<file path="src/rtl/alu_pkg.sv">
// alu_pkg: opcode encoding, flag bundle and opcode validity helper for the pipelined ALU
package alu_pkg;

    typedef enum logic [3:0] {
        SEL       = 4'd0,
        INC       = 4'd1,
        DEC       = 4'd2,
        ADD       = 4'd3,
        ADD_c     = 4'd4,
        SUB       = 4'd5,
        SUB_b     = 4'd6,
        AND       = 4'd7,
        OR        = 4'd8,
        XOR       = 4'd9,
        SHIFT_L   = 4'd10,
        SHIFT_R   = 4'd11,
        ROTATE_L  = 4'd12,
        ROTATE_R  = 4'd13,
        invalid_1 = 4'd14,
        invalid_2 = 4'd15
    } opcode_e;

    typedef struct packed {
        logic carry;
        logic overflow;
        logic zero;
    } alu_flags_t;

    function automatic logic is_valid_op(opcode_e op);
        return (op != invalid_1) && (op != invalid_2);
    endfunction

endpackage

</file>
<file path="src/rtl/alu_pipe_if.sv">
// alu_pipe_if: operand/result handshake bundle; master drives operands and consumes results
interface alu_pipe_if #(
    parameter int WIDTH     = 8,
    parameter int ERR_CNT_W = 4
);
    import alu_pkg::*;

    logic                 valid_in;
    logic                 ready_in;
    logic [WIDTH-1:0]     a;
    logic [WIDTH-1:0]     b;
    logic                 cin;
    opcode_e              ctl;
    logic                 valid_out;
    logic                 ready_out;
    logic [WIDTH-1:0]     alu;
    logic                 carry;
    logic                 overflow;
    logic                 zero;
    logic                 err;
    logic [ERR_CNT_W-1:0] err_cnt;

    modport master (
        output valid_in, a, b, cin, ctl, ready_out,
        input  ready_in, valid_out, alu, carry, overflow, zero, err, err_cnt
    );

    modport slave (
        input  valid_in, a, b, cin, ctl, ready_out,
        output ready_in, valid_out, alu, carry, overflow, zero, err, err_cnt
    );

endinterface

</file>
<file path="src/rtl/alu_pipe_core.sv">
// alu_pipe_core: combinational ALU datapath producing result and carry/overflow/zero flags
module alu_pipe_core
    import alu_pkg::*;
#(
    parameter int WIDTH = 8
) (
    input  logic [WIDTH-1:0] a_i,
    input  logic [WIDTH-1:0] b_i,
    input  logic             cin_i,
    input  opcode_e          ctl_i,
    output logic [WIDTH-1:0] result_o,
    output alu_flags_t       flags_o
);

    localparam logic [WIDTH-1:0] MAX_POS = {1'b0, {(WIDTH-1){1'b1}}};
    localparam logic [WIDTH-1:0] MIN_NEG = {1'b1, {(WIDTH-1){1'b0}}};

    logic           cin_add;
    logic           cin_sub;
    logic [WIDTH:0] sum;
    logic [WIDTH:0] diff;

    assign cin_add = (ctl_i == ADD_c) && cin_i;
    assign cin_sub = (ctl_i == SUB_b) && cin_i;
    assign sum     = {1'b0, a_i} + {1'b0, b_i} + (WIDTH+1)'(cin_add);
    assign diff    = {1'b0, a_i} - {1'b0, b_i} - (WIDTH+1)'(cin_sub);

    // opcode decode; bit WIDTH of the widened sum/difference is the carry/borrow
    always_comb begin
        result_o = '0;
        flags_o  = '0;
        case (ctl_i)
            SEL:      result_o = b_i;
            INC: begin
                result_o         = b_i + WIDTH'(1);
                flags_o.overflow = (b_i == MAX_POS);
            end
            DEC: begin
                result_o         = b_i - WIDTH'(1);
                flags_o.overflow = (b_i == MIN_NEG);
            end
            ADD, ADD_c: begin
                result_o         = sum[WIDTH-1:0];
                flags_o.carry    = sum[WIDTH];
                flags_o.overflow = (a_i[WIDTH-1] == b_i[WIDTH-1]) && (sum[WIDTH-1] != a_i[WIDTH-1]);
            end
            SUB, SUB_b: begin
                result_o         = diff[WIDTH-1:0];
                flags_o.carry    = diff[WIDTH];
                flags_o.overflow = (a_i[WIDTH-1] != b_i[WIDTH-1]) && (diff[WIDTH-1] != a_i[WIDTH-1]);
            end
            AND:      result_o = a_i & b_i;
            OR:       result_o = a_i | b_i;
            XOR:      result_o = a_i ^ b_i;
            SHIFT_L:  result_o = a_i << 1;
            SHIFT_R:  result_o = a_i >> 1;
            ROTATE_L: result_o = {a_i[WIDTH-2:0], a_i[WIDTH-1]};
            ROTATE_R: result_o = {a_i[0], a_i[WIDTH-1:1]};
            default:  result_o = '0;
        endcase
        flags_o.zero = (result_o == '0);
    end

endmodule

</file>
<file path="src/rtl/alu_pipe.sv">
// alu_pipe: two-stage valid/ready ALU pipeline with invalid-opcode drop and saturating error count
module alu_pipe
    import alu_pkg::*;
#(
    parameter int WIDTH     = 8,
    parameter int ERR_CNT_W = 4
) (
    input  logic     clk,
    input  logic     reset,
    alu_pipe_if.slave bus
);

    logic                 s1_valid_q, s1_valid_d;
    logic [WIDTH-1:0]     s1_a_q, s1_b_q;
    logic                 s1_cin_q;
    opcode_e              s1_ctl_q;
    logic                 valid_out_q, valid_out_d;
    logic [WIDTH-1:0]     alu_q;
    alu_flags_t           flags_q;
    logic                 err_q, err_d;
    logic [ERR_CNT_W-1:0] err_cnt_q, err_cnt_d;
    logic [WIDTH-1:0]     core_result;
    alu_flags_t           core_flags;
    logic                 s1_en, s2_en, s1_ok;

    // S2 empties or is consumed this cycle; S1 may refill whenever S2 advances or S1 is empty
    assign s2_en       = !valid_out_q || bus.ready_out;
    assign s1_en       = !s1_valid_q || s2_en;
    assign s1_ok       = s1_valid_q && is_valid_op(s1_ctl_q);
    assign s1_valid_d  = s1_en ? bus.valid_in : s1_valid_q;
    assign valid_out_d = s2_en ? s1_ok : valid_out_q;
    assign err_d       = s2_en && s1_valid_q && !is_valid_op(s1_ctl_q);
    assign err_cnt_d   = (err_d && err_cnt_q != '1) ? err_cnt_q + ERR_CNT_W'(1) : err_cnt_q;

    alu_pipe_core #(.WIDTH(WIDTH)) u_core (
        .a_i      (s1_a_q),
        .b_i      (s1_b_q),
        .cin_i    (s1_cin_q),
        .ctl_i    (s1_ctl_q),
        .result_o (core_result),
        .flags_o  (core_flags)
    );

    // S1: operand capture on every accepted input beat
    always_ff @(posedge clk or negedge reset) begin
        if (!reset) begin
            s1_valid_q <= 1'b0;
            s1_a_q     <= '0;
            s1_b_q     <= '0;
            s1_cin_q   <= 1'b0;
            s1_ctl_q   <= SEL;
        end else begin
            s1_valid_q <= s1_valid_d;
            if (s1_en && bus.valid_in) begin
                s1_a_q   <= bus.a;
                s1_b_q   <= bus.b;
                s1_cin_q <= bus.cin;
                s1_ctl_q <= bus.ctl;
            end
        end
    end

    // S2: result register, error pulse and saturating error counter
    always_ff @(posedge clk or negedge reset) begin
        if (!reset) begin
            valid_out_q <= 1'b0;
            alu_q       <= '0;
            flags_q     <= '0;
            err_q       <= 1'b0;
            err_cnt_q   <= '0;
        end else begin
            valid_out_q <= valid_out_d;
            err_q       <= err_d;
            err_cnt_q   <= err_cnt_d;
            if (s2_en && s1_ok) begin
                alu_q   <= core_result;
                flags_q <= core_flags;
            end
        end
    end

    assign bus.ready_in  = s1_en;
    assign bus.valid_out = valid_out_q;
    assign bus.alu       = alu_q;
    assign bus.carry     = flags_q.carry;
    assign bus.overflow  = flags_q.overflow;
    assign bus.zero      = flags_q.zero && valid_out_q;
    assign bus.err       = err_q;
    assign bus.err_cnt   = err_cnt_q;

endmodule

</file>
<file path="src/flat_wrapper.sv">
// flat-port wrapper written by rule: the top's interface ports become plain ports
module alu_pipe_flat import alu_pkg::*;
#(
    parameter int WIDTH     = 8,
    parameter int ERR_CNT_W = 4
)
  (clk, reset, bus_valid_in, bus_a, bus_b, bus_cin, bus_ctl, bus_ready_out, bus_ready_in, bus_valid_out, bus_alu, bus_carry, bus_overflow, bus_zero, bus_err, bus_err_cnt);
  alu_pipe_if #(.WIDTH(WIDTH), .ERR_CNT_W(ERR_CNT_W)) bus_i ();
  input  logic clk;
  input  logic reset;
  input wire logic [$bits(bus_i.valid_in)-1:0] bus_valid_in;
  input wire logic [$bits(bus_i.a)-1:0] bus_a;
  input wire logic [$bits(bus_i.b)-1:0] bus_b;
  input wire logic [$bits(bus_i.cin)-1:0] bus_cin;
  input wire logic [$bits(bus_i.ctl)-1:0] bus_ctl;
  input wire logic [$bits(bus_i.ready_out)-1:0] bus_ready_out;
  output wire logic [$bits(bus_i.ready_in)-1:0] bus_ready_in;
  output wire logic [$bits(bus_i.valid_out)-1:0] bus_valid_out;
  output wire logic [$bits(bus_i.alu)-1:0] bus_alu;
  output wire logic [$bits(bus_i.carry)-1:0] bus_carry;
  output wire logic [$bits(bus_i.overflow)-1:0] bus_overflow;
  output wire logic [$bits(bus_i.zero)-1:0] bus_zero;
  output wire logic [$bits(bus_i.err)-1:0] bus_err;
  output wire logic [$bits(bus_i.err_cnt)-1:0] bus_err_cnt;
  assign bus_i.valid_in = bus_valid_in;
  assign bus_i.a = bus_a;
  assign bus_i.b = bus_b;
  assign bus_i.cin = bus_cin;
  assign bus_i.ctl = bus_ctl;
  assign bus_i.ready_out = bus_ready_out;
  assign bus_ready_in = bus_i.ready_in;
  assign bus_valid_out = bus_i.valid_out;
  assign bus_alu = bus_i.alu;
  assign bus_carry = bus_i.carry;
  assign bus_overflow = bus_i.overflow;
  assign bus_zero = bus_i.zero;
  assign bus_err = bus_i.err;
  assign bus_err_cnt = bus_i.err_cnt;
  alu_pipe #(.WIDTH(WIDTH), .ERR_CNT_W(ERR_CNT_W)) u_core (.clk(clk), .reset(reset), .bus(bus_i));
endmodule
</file>
<file path="config.mk">
export PLATFORM = sky130hd
export DESIGN_NAME = alu_pipe_flat
export DESIGN_NICKNAME = d
export VERILOG_FILES = /design/src/rtl/alu_pkg.sv /design/src/rtl/alu_pipe_if.sv /design/src/rtl/alu_pipe_core.sv /design/src/rtl/alu_pipe.sv /design/src/flat_wrapper.sv
export SDC_FILE = /design/constraint.sdc
export NUM_CORES = 1
export LEC_CHECK = 0
export BUFFER_PORTS_ARGS = -buffer_cell sky130_fd_sc_hd__buf_4
export CORE_MARGIN = 10
export CORE_UTILIZATION = 55
export DETAILED_ROUTE_END_ITERATION = 6
export GPL_ROUTABILITY_DRIVEN = 0
export GPL_TIMING_DRIVEN = 0
export PLACE_DENSITY = 0.76
export SLEW_MARGIN = 10
export SYNTH_ARGS = -nofsm -noshare
export SYNTH_HDL_FRONTEND = slang
export SYNTH_HIERARCHICAL = 1
export SYNTH_SLANG_ARGS = --single-unit
export TNS_END_PERCENT = 1
</file>
<file path="constraint.sdc">
create_clock -name clk -period 4.6 [get_ports clk]
set_input_delay 0.23 -clock clk [delete_from_list [all_inputs] [get_ports clk]]
set_output_delay 0.23 -clock clk [all_outputs]
set_load 0.02 [all_outputs]
</file>
==> run_results.csv, run 1 <==
group,metric,value,unit
run_status,status,"finished clean",
sta,relSlewSlack,47.4,%
critical_path,arrival,4.21,ns
finish,antenna_cells,0,
floorplan,ios,43,
cts,root_buffer,"clkbuf_8",
logic_synthesis,async_flop_share,100,%
detailed_routing,drt_iter0_markers,436,
global_routing,grt-ovfl-total,0,
critical_path,critPathSlowestCell,"fa_1",
sta,holdWs,0.132,ns
cts,post_cts_buffers,0,
finish,final_common_cell,"buf_4",
cts,numClockSinks,39,
detailed_routing,wire_per_inst,19.5,µm
global_routing,grt_start_max_net_pins,40,
hold_path,hp-class,"in -> reg",
logic_synthesis,syn_nets,443,
logic_synthesis,seq_area_frac_synth,27.0,%
logic_synthesis,syn_area_per_cell,9.63,µm²
pwr,sw_frac_of_total,44.7,%
pwr,p_clk_share,12.4,%
detailed_routing,drc,0,
pwr,power_leakage,1.93,nW
detailed_routing,vias,3204,
finish,drive_above_1_share,24.8,%
logic_synthesis,synth.distinct_cells,62,
critical_path,crit_chain,"buf_6, buf_6, clkbuf_1, nand4b_1, fa_1, fa_1, o21ai_1, nand2b_1, xor2_1, a221oi_1, o221ai_1, or3_1, nor4_2, mux2_2",
floorplan,start_util,56.7,%
sta,period_needed,3.97,ns
global_routing,grt_pass1_wl,15.6,mm
pwr,p_per_area,466,nW/µm²
detailed_routing,drt_pass1_iterations,6,
logic_synthesis,synth-edff-count,0,
critical_path,crit_type,"reg -> reg",
placed_design,hpwl,7.50,mm
floorplan,die_h,101,µm
cts,cts_tree,"done",
global_routing,antenna_found_initial,0,
cts,clkTransAtPathRegs,0.08,ns
finish,final_cell_area,4130,µm²
logic_synthesis,synthFlopType,"dfrtp_1",
pwr,ir_drop,0.000337,V
global_routing,grt_pass1_vias,3111,
critical_path,rrSetupSlack,0.63,ns
cts,worstSkewPairLatency,0.30,ns
sta,rsz0062_at_grt,"false",
critical_path,critPathMaxFanout,10,
placed_design,placed_area,4030,µm²
cts,cts_hold_buf,1,
pwr,combPwrFrac,59.9,%
placed_design,portBuffers,42,
cts,clockBufferDepth,2,
sta,skew,0.00623,ns
detailed_routing,avgViaCountPerCell,6.36,
floorplan,die_w,101,µm
flow_run,drv_cap,0,
detailed_routing,wl,9.82,mm
pwr,seq_power_share,27.7,%
sta,finalSetupViolCount,0,
critical_path,start_kind,"register",
finish,layout_common_cells,"buf_4 (43), dfrtp_1 (39), ha_1 (37), inv_1 (27), mux2_2 (25)",
floorplan,die_area,10200,µm²
sta,finalMaxSlewViolations,0,
sta,hold_violations,0,
global_routing,grt_use_total,19.0,%
critical_path,cp.required,4.84,ns
logic_synthesis,ys_warn_count,6,
finish,syn_to_final_growth,14.0,%
sta,clock.fmax,252,MHz
sta,tightest_slew,0.783,ns
finish,fin_cells,504,
critical_path,cpPeakStageDelay,0.44,ns
placed_design,dp_cells,495,
cts,cts_max_level,2,
sta,post-route-period-util,86.2,%
logic_synthesis,yosys_register_bits,39,
cts,cts_buffers,5,
critical_path,end_kind,"register",
cts,cts-resized-gates,0,
floorplan,num_rows,29,
pwr,switchingPower,860,µW
finish,layout.nets,493,
detailed_routing,drt.antenna.violating_nets,0,
logic_synthesis,synthesis.area,3620,µm²
finish,nFillCells,543,
pwr,p_int,1.06,mW
floorplan,coreArea,6390,µm²
logic_synthesis,netlist_instances,376,
sta,final.setup.tns,0,ns
[final timing paths]
check | from | endpoint | depth (start not counted)
min in group asynchronous | reset | u_core/s1_a_q[5]$_DFFE_PN0P_ | 2
worst min-delay path | bus_valid_in | u_core/s1_valid_q$_DFFE_PN0P_ | 2
max in group asynchronous | reset | u_core/bus.alu[1]$_DFFE_PN0P_ | 2
worst max-delay path | u_core/s1_ctl_q[0]$_DFFE_PN0P_ | u_core/flags_q[0]$_DFFE_PN0P_ | 14
worst max register to register | u_core/s1_ctl_q[0]$_DFFE_PN0P_ | u_core/flags_q[0]$_DFFE_PN0P_ | 14
worst min register to register | u_core/bus.alu[4]$_DFFE_PN0P_ | u_core/bus.alu[4]$_DFFE_PN0P_ | 1
[cell families (layout without fill, tap and decap cells)]
kind of cell | Yosys count | count (layout) | share of synthesized area (%)
flops | 39 | 39 | 27.0
buf+inv | 46 | 97 | 6.71
fa+ha+maj | 42 | 42 | 15.6
simple gates | 97 | 97 | 15.3
compound gates | 86 | 86 | 15.9
mux | 41 | 41 | 13.5
xor+xnor | 25 | 25 | 6.05
[layer usage]
| metal | global-route usage, % | vias up | routed length (µm) |
|---|---|---|---|
| li1 | - | 1454 | - |
| met1 | 24.8 | 1533 | 3950 |
| met2 | 29.9 | 180 | 4680 |
| met3 | 3.70 | 37 | 853 |
| met4 | 7.82 | 0 | 334 |
| met5 | 0 | - | 0 |
[synthesized netlist by cell type, types with 8 or more instances]
cell / number / share of area, %
mux2_4: 9 / 3.7
buf_6: 8 / 2.5
xor2_1: 8 / 1.9
and3_1: 8 / 1.4
dfrtp_1: 39 / 27
xnor2_1: 17 / 4.1
inv_1: 27 / 2.8
mux2_2: 25 / 7.8
nor2_1: 21 / 2.2
nand2_1: 17 / 1.8
a211oi_1: 8 / 1.7
ha_1: 37 / 13
o21ai_0: 10 / 1.4
a21oi_1: 23 / 3.2
[metrics by stage]
stage	util (%)	setup WS [ns]	total power, mW
floorplan	-	1.26	1.33
global placement	63.1	0.748	1.64
detailed placement	63.1	0.715	1.67
CTS	64.6	0.683	1.91
global route	64.6	0.417	2.05
finish	64.6	0.635	1.92
[final cells by class]
class | instances | area (µm²) | area share [%]
sequential | 39 | 976 | 23.7
tap | 77 | 96.3 | 2.33
inverter | 27 | 101 | 2.46
timing repair buffer | 43 | 325 | 7.88
clock buffer | 6 | 72.6 | 1.76
buffer | 19 | 141 | 3.43
clock inverter | 2 | 12.5 | 0.303
multi-input combinational | 291 | 2400 | 58.2
[worst max-delay path, delay by kind of cell (launching register included)]
kind,cells,cell delay (ns)
compound gates,3,0.75
simple gates,4,0.98
mux,1,0.19
buf+inv,3,0.55
fa+ha+maj,2,0.87
xor+xnor,1,0.15
flops,1,0.40
[registers in the layout (all words and copies together), names as in the netlist]
register and cells:
u_core/bus.carry 1, u_core/bus.alu 8, u_core/s1_ctl_q 4, u_core/bus.err 1
u_core/bus.valid_out 1, u_core/flags_q 1, u_core/s1_b_q 8, u_core/bus.overflow 1
u_core/s1_a_q 8, u_core/s1_valid_q 1, u_core/bus.err_cnt 4, u_core/s1_cin_q 1
[power groups by stage]
stage	clock [mW]	combinational, mW	sequential, mW
3_3_place_gp	0	1.10	0.533
3_5_place_dp	0	1.13	0.538
6_report	0.239	1.15	0.532
2_1_floorplan	0	0.750	0.576
5_1_grt	0.257	1.25	0.546
4_1_cts	0.244	1.14	0.532
No activity file was read; power rests on OpenSTA's default activity.
==> inputs of run 2 (changes only) <==
CORE_ASPECT_RATIO = 2   (was default)
CORE_UTILIZATION = 57   (was 55)
PLACE_DENSITY = 0.79   (was 0.76)
==> run 2 against run 1 <==
  * First-iteration DRC count is 30% lower
  * Utilization is 2.4 points higher
  * Design area is 1.7% higher
==> run_results.csv, run 2 (same netlist as run 1, synthesis figures left out) <==
group,metric,value,unit
run_status,status,"finished clean",
critical_path,end_kind,"register",
detailed_routing,wire_per_inst,20.1,µm
global_routing,grt_pass1_vias,3517,
critical_path,start_kind,"register",
global_routing,grt_pass1_wl,16.7,mm
detailed_routing,drt_pass1_iterations,5,
detailed_routing,wl,10.3,mm
critical_path,arrival,4.28,ns
hold_path,hold_path_depth,2,
critical_path,cp.required,4.82,ns
sta,post-route-period-util,88.2,%
placed_design,placed_area,4040,µm²
cts,clkTransAtPathRegs,0.05,ns
pwr,p_total,2.03,mW
cts,cts-resized-gates,0,
finish,drive_above_1_share,24.9,%
hold_path,hold_end,"u_core/s1_valid_q$_DFFE_PN0P_",
critical_path,rr_endpoint,"u_core/flags_q[0]$_DFFE_PN0P_",
global_routing,grt-ovfl-total,0,
floorplan,num_rows,41,
global_routing,grt_use_total,20.0,%
global_routing,grt_start_max_net_pins,40,
finish,fin_util,67.1,%
finish,syn_to_final_growth,15.9,%
flow_run,drv_cap,0,
placed_design,portBuffers,42,
hold_path,min_from,"bus_valid_in",
critical_path,crit_type,"reg -> reg",
detailed_routing,drc,0,
sta,finalSetupViolCount,0,
detailed_routing,drt_iter0_markers,304,
cts,cts_max_level,2,
detailed_routing,vias,3180,
floorplan,die_h,133,µm
floorplan,coreArea,6260,µm²
floorplan,start_util,57.8,%
finish,antenna_cells,0,
pwr,power_leakage,1.96,nW
cts,cts_buffers,5,
sta,period_needed,4.06,ns
sta,rsz0062_at_grt,"false",
sta,tightest_slew,0.735,ns
critical_path,reg2reg_depth,15,
pwr,ir_drop,0.000417,V
critical_path,critPathMaxFanout,10,
cts,root_buffer,"clkbuf_16",
hold_path,hp-class,"in -> reg",
placed_design,hpwl,8.18,mm
cts,cts_tree,"done",
critical_path,rrSetupSlack,0.54,ns
finish,layout.nets,493,
sta,finalMaxSlewViolations,0,
finish,layout_common_cells,"buf_4 (43), dfrtp_1 (39), ha_1 (37), inv_1 (27), mux2_2 (25)",
pwr,p_per_area,485,nW/µm²
floorplan,die_w,76.4,µm
sta,final.setup.tns,0,ns
cts,worstSkewPairLatency,0.28,ns
global_routing,antenna_found_initial,0,
sta,skew,0.00492,ns
sta,hold_violations,0,
detailed_routing,drt.antenna.violating_nets,0,
sta,relSlewSlack,50.6,%
finish,final_cell_area,4200,µm²
sta,clock.fmax,247,MHz
finish,final_common_cell,"buf_4",
floorplan,die_area,10100,µm²
cts,clockBufferDepth,2,
cts,numClockSinks,39,
floorplan,ios,43,
detailed_routing,avgViaCountPerCell,6.21,
critical_path,reg2reg_from,"u_core/s1_ctl_q[0]$_DFFE_PN0P_",
==> run 2: timing repair <==
| item | in CTS | in global routing |
|---|---|---|
| hold buffers | 1 | 0 |
| buffers inserted | 0 | 0 |
| endpoints found under the hold margin | 39 | 0 |
==> run 2: area by class of cell <==
cell class                 instances  area, µm²
multi-input combinational        291       2400
fill                             530       2060
sequential                        39        976
timing repair buffer              43        325
buffer                            19        141
clock buffer                       6        139
tap                               86        108
inverter                          27        101
clock inverter                     1       5.00
==> run 2: where the power goes <==
| group | switching, mW | internal (mW) |
|---|---|---|
| Clock | 0.128 | 0.211 |
| Combinational | 0.631 | 0.526 |
| Sequential | 0.106 | 0.431 |
| Total | 0.866 | 1.17 |
==> run 2: through the flow <==
step / hold WS (ns) / cells / worst slack, ns
final: 0.150 / 512 / 0.544
after global placement: 0.217 / 504 / 0.728
after floorplan: -0.0656 / 376 / 1.26
after CTS: 0.146 / 512 / 0.613
after global routing: 0.164 / 512 / 0.432
after detailed placement: 0.227 / 504 / 0.663
==> run 2: worst max-delay path by stage <==
| stage | start | to | slack, ns | depth (start not counted) |
|---|---|---|---|---|
| floorplan | u_core/s1_ctl_q[0]$_DFFE_PN0P_ | u_core/flags_q[0]$_DFFE_PN0P_ | 1.26 | 13 |
| global placement | u_core/s1_ctl_q[0]$_DFFE_PN0P_ | u_core/flags_q[0]$_DFFE_PN0P_ | 0.73 | 15 |
| detailed placement | u_core/s1_ctl_q[0]$_DFFE_PN0P_ | u_core/flags_q[0]$_DFFE_PN0P_ | 0.66 | 15 |
| CTS | u_core/s1_ctl_q[0]$_DFFE_PN0P_ | u_core/flags_q[0]$_DFFE_PN0P_ | 0.61 | 15 |
| global route | u_core/s1_ctl_q[0]$_DFFE_PN0P_ | u_core/flags_q[0]$_DFFE_PN0P_ | 0.43 | 15 |
| finish | u_core/s1_ctl_q[0]$_DFFE_PN0P_ | u_core/flags_q[0]$_DFFE_PN0P_ | 0.54 | 15 |
==> run 2: critical path, cell delays in order, from the launching register on <==
cell,delay [ns]
dfrtp_1,0.39
buf_6,0.15
buf_6,0.14
buf_2,0.20
nor2_1,0.18
nand2_1,0.15
inv_1,0.29
fa_1,0.50
mux2_2,0.30
a211oi_1,0.26
a41o_1,0.15
o221ai_1,0.17
or3_1,0.41
or3_1,0.35
nor4_2,0.16
mux2_2,0.19
==> run 2: layer usage <==
layer  GRT usage (%)  share of wire [%]  vias to the layer above
li1                -                  -                     1461
met1            18.1                 35                     1516
met2            38.2                 54                      149
met3            2.92                4.2                       54
met4            15.3                7.1                        0
met5               0                  0                        -
==> inputs of run 3 (changes only) <==
BUFFER_PORTS_ARGS = -buffer_cell sky130_fd_sc_hd__buf_2   (was -buffer_cell sky130_fd_sc_hd__buf_4)
==> run 3 against run 2 <==
  * Critical path depth shrank 1
  * Cell count unchanged
  * Count of clock-buffer cells in the layout unchanged
  * Routed wire length is 1.1% higher
  * First-iteration DRC count up 1.3%
  * Design area decreased by 2.0%
  * Clock power is 19% higher
  * Die area unchanged
  * Worst setup slack barely moved
  * Highest routed layer unchanged
==> run_results.csv, run 3 (same netlist as run 1, synthesis figures left out) <==
group,metric,value,unit
floorplan,die_area,10100,µm²
sta,tightest_slew,0.869,ns
sta,period_needed,4.06,ns
critical_path,cpPeakStageDelay,0.52,ns
detailed_routing,vias,3243,
detailed_routing,wire_per_inst,20.3,µm
critical_path,crit_chain,"buf_4, buf_2, nor2_1, nand2_1, inv_1, fa_1, mux2_2, a211oi_1, a41o_1, o221ai_1, or3_1, or3_1, nor4_2, mux2_2",
global_routing,grt_pass1_vias,3553,
finish,antenna_cells,0,
critical_path,arrival,4.28,ns
pwr,power_leakage,1.94,nW
cts,post_cts_buffers,0,
cts,numClockSinks,39,
global_routing,grt_use_total,20.5,%
sta,post-route-period-util,88.2,%
finish,layout.nets,492,
cts,cts_hold_buf,0,
cts,cts-resized-gates,0,
floorplan,coreArea,6260,µm²
global_routing,grt_start_max_net_pins,40,
pwr,ir_drop,0.000429,V
detailed_routing,drt_iter0_markers,308,
sta,final.setup.tns,0,ns
finish,drive_above_1_share,25.1,%
detailed_routing,avgViaCountPerCell,6.33,
finish,layout_common_cells,"buf_2 (47), dfrtp_1 (39), ha_1 (37), inv_1 (27), mux2_2 (25)",
critical_path,crit_type,"reg -> reg",
global_routing,grt-ovfl-total,0,
detailed_routing,drt_pass1_iterations,5,
cts,clockBufferDepth,2,
critical_path,critPathSlowestCell,"fa_1",
finish,final_common_cell,"buf_2",
global_routing,antenna_found_initial,0,
floorplan,die_h,133,µm
critical_path,end_kind,"register",
critical_path,reg2reg_from,"u_core/s1_ctl_q[3]$_DFFE_PN0P_",
pwr,p_per_area,500,nW/µm²
cts,root_buffer,"clkbuf_16",
sta,hold_violations,0,
cts,cts_tree,"done",
critical_path,startpoint,"u_core/s1_ctl_q[3]$_DFFE_PN0P_",
sta,finalSetupViolCount,0,
critical_path,cp.required,4.82,ns
placed_design,hpwl,8.11,mm
cts,worstSkewPairLatency,0.29,ns
cts,cts_buffers,5,
placed_design,portBuffers,42,
floorplan,num_rows,41,
flow_run,drv_cap,0,
critical_path,start_kind,"register",
hold_path,hp-class,"in -> async",
sta,skew,0.00356,ns
sta,rsz0062_at_grt,"false",
floorplan,ios,43,
sta,clock.fmax,247,MHz
cts,cts_max_level,2,
global_routing,grt_pass1_wl,16.9,mm
cts,clkTransAtPathRegs,0.06,ns
detailed_routing,drc,0,
detailed_routing,drt.antenna.violating_nets,0,
critical_path,critPathMaxFanout,10,
run_status,status,"finished clean",
floorplan,start_util,57.8,%
sta,relSlewSlack,41.6,%
floorplan,die_w,76.4,µm
finish,fin_util,65.7,%
finish,syn_to_final_growth,13.6,%
sta,finalMaxSlewViolations,0,
detailed_routing,wl,10.4,mm
## run 3: changes by cell type in the layout (fill, tap and decap cells not counted), sizes merged
cell         change
dlygate4sd3      -1
bufinv           +1
## run 3: metrics by stage
stage / area (µm²) / hold WS, ns / worst slack, ns / total power, mW / cells
final: 4110 / 0.0460 / 0.544 / 2.05 / 512
after global routing: 4110 / 0.113 / 0.330 / 2.18 / 512
after CTS: 4110 / 0.0749 / 0.603 / 2.05 / 512
after detailed placement: 3940 / 0.383 / 0.643 / 1.63 / 504
after global placement: 3940 / 0.365 / 0.698 / 1.60 / 504
after floorplan: 3620 / -0.0656 / 1.26 / 1.33 / 376
## run 3: worst paths after layout
check | slack (ns) | cells past startpoint | to
setup reg to reg | 0.54 | 14 | u_core/flags_q[0]$_DFFE_PN0P_
max in group asynchronous | 4.00 | 1 | u_core/s1_a_q[7]$_DFFE_PN0P_
setup / recovery | 0.54 | 14 | u_core/flags_q[0]$_DFFE_PN0P_
min in group clk | 0.16 | 2 | u_core/s1_valid_q$_DFFE_PN0P_
hold / removal | 0.05 | 1 | u_core/bus.alu[6]$_DFFE_PN0P_
hold reg to reg | 0.50 | 1 | u_core/bus.alu[6]$_DFFE_PN0P_
## run 3: final cells by class
| cell class | instances | area, µm² |
|---|---|---|
| plain buffers | 19 | 141 |
| clock buffers | 6 | 139 |
| clock inverters | 2 | 35.0 |
| fillers | 527 | 2150 |
| inverters | 27 | 101 |
| multi-input cells | 291 | 2400 |
| flip-flops and latches | 39 | 976 |
| well taps | 86 | 108 |
| repair buffers | 42 | 210 |
## run 3: power by group
group | switching, mW | internal [mW] | total (mW)
Clock | 0.133 | 0.269 | 0.402
Sequential | 0.101 | 0.430 | 0.531
Combinational | 0.631 | 0.489 | 1.12
## run 3: worst max-delay path, delay by kind of cell, from the launching register on
family	cells	cell delay, ns
adder cells (fa/ha/maj)	1	0.52
buffers and inverters	3	0.71
flip-flops	1	0.47
multiplexers	2	0.48
AND/OR/NAND/NOR	5	1.22
AO/OA/AOI/OAI	3	0.57
## run 3: routing by layer
layer	up-vias	GRT usage, %	wire, µm
li1	1456	-	-
met1	1549	18.3	3500
met2	180	39.1	5630
met3	58	2.92	547
met4	0	16.1	715
met5	-	0	0
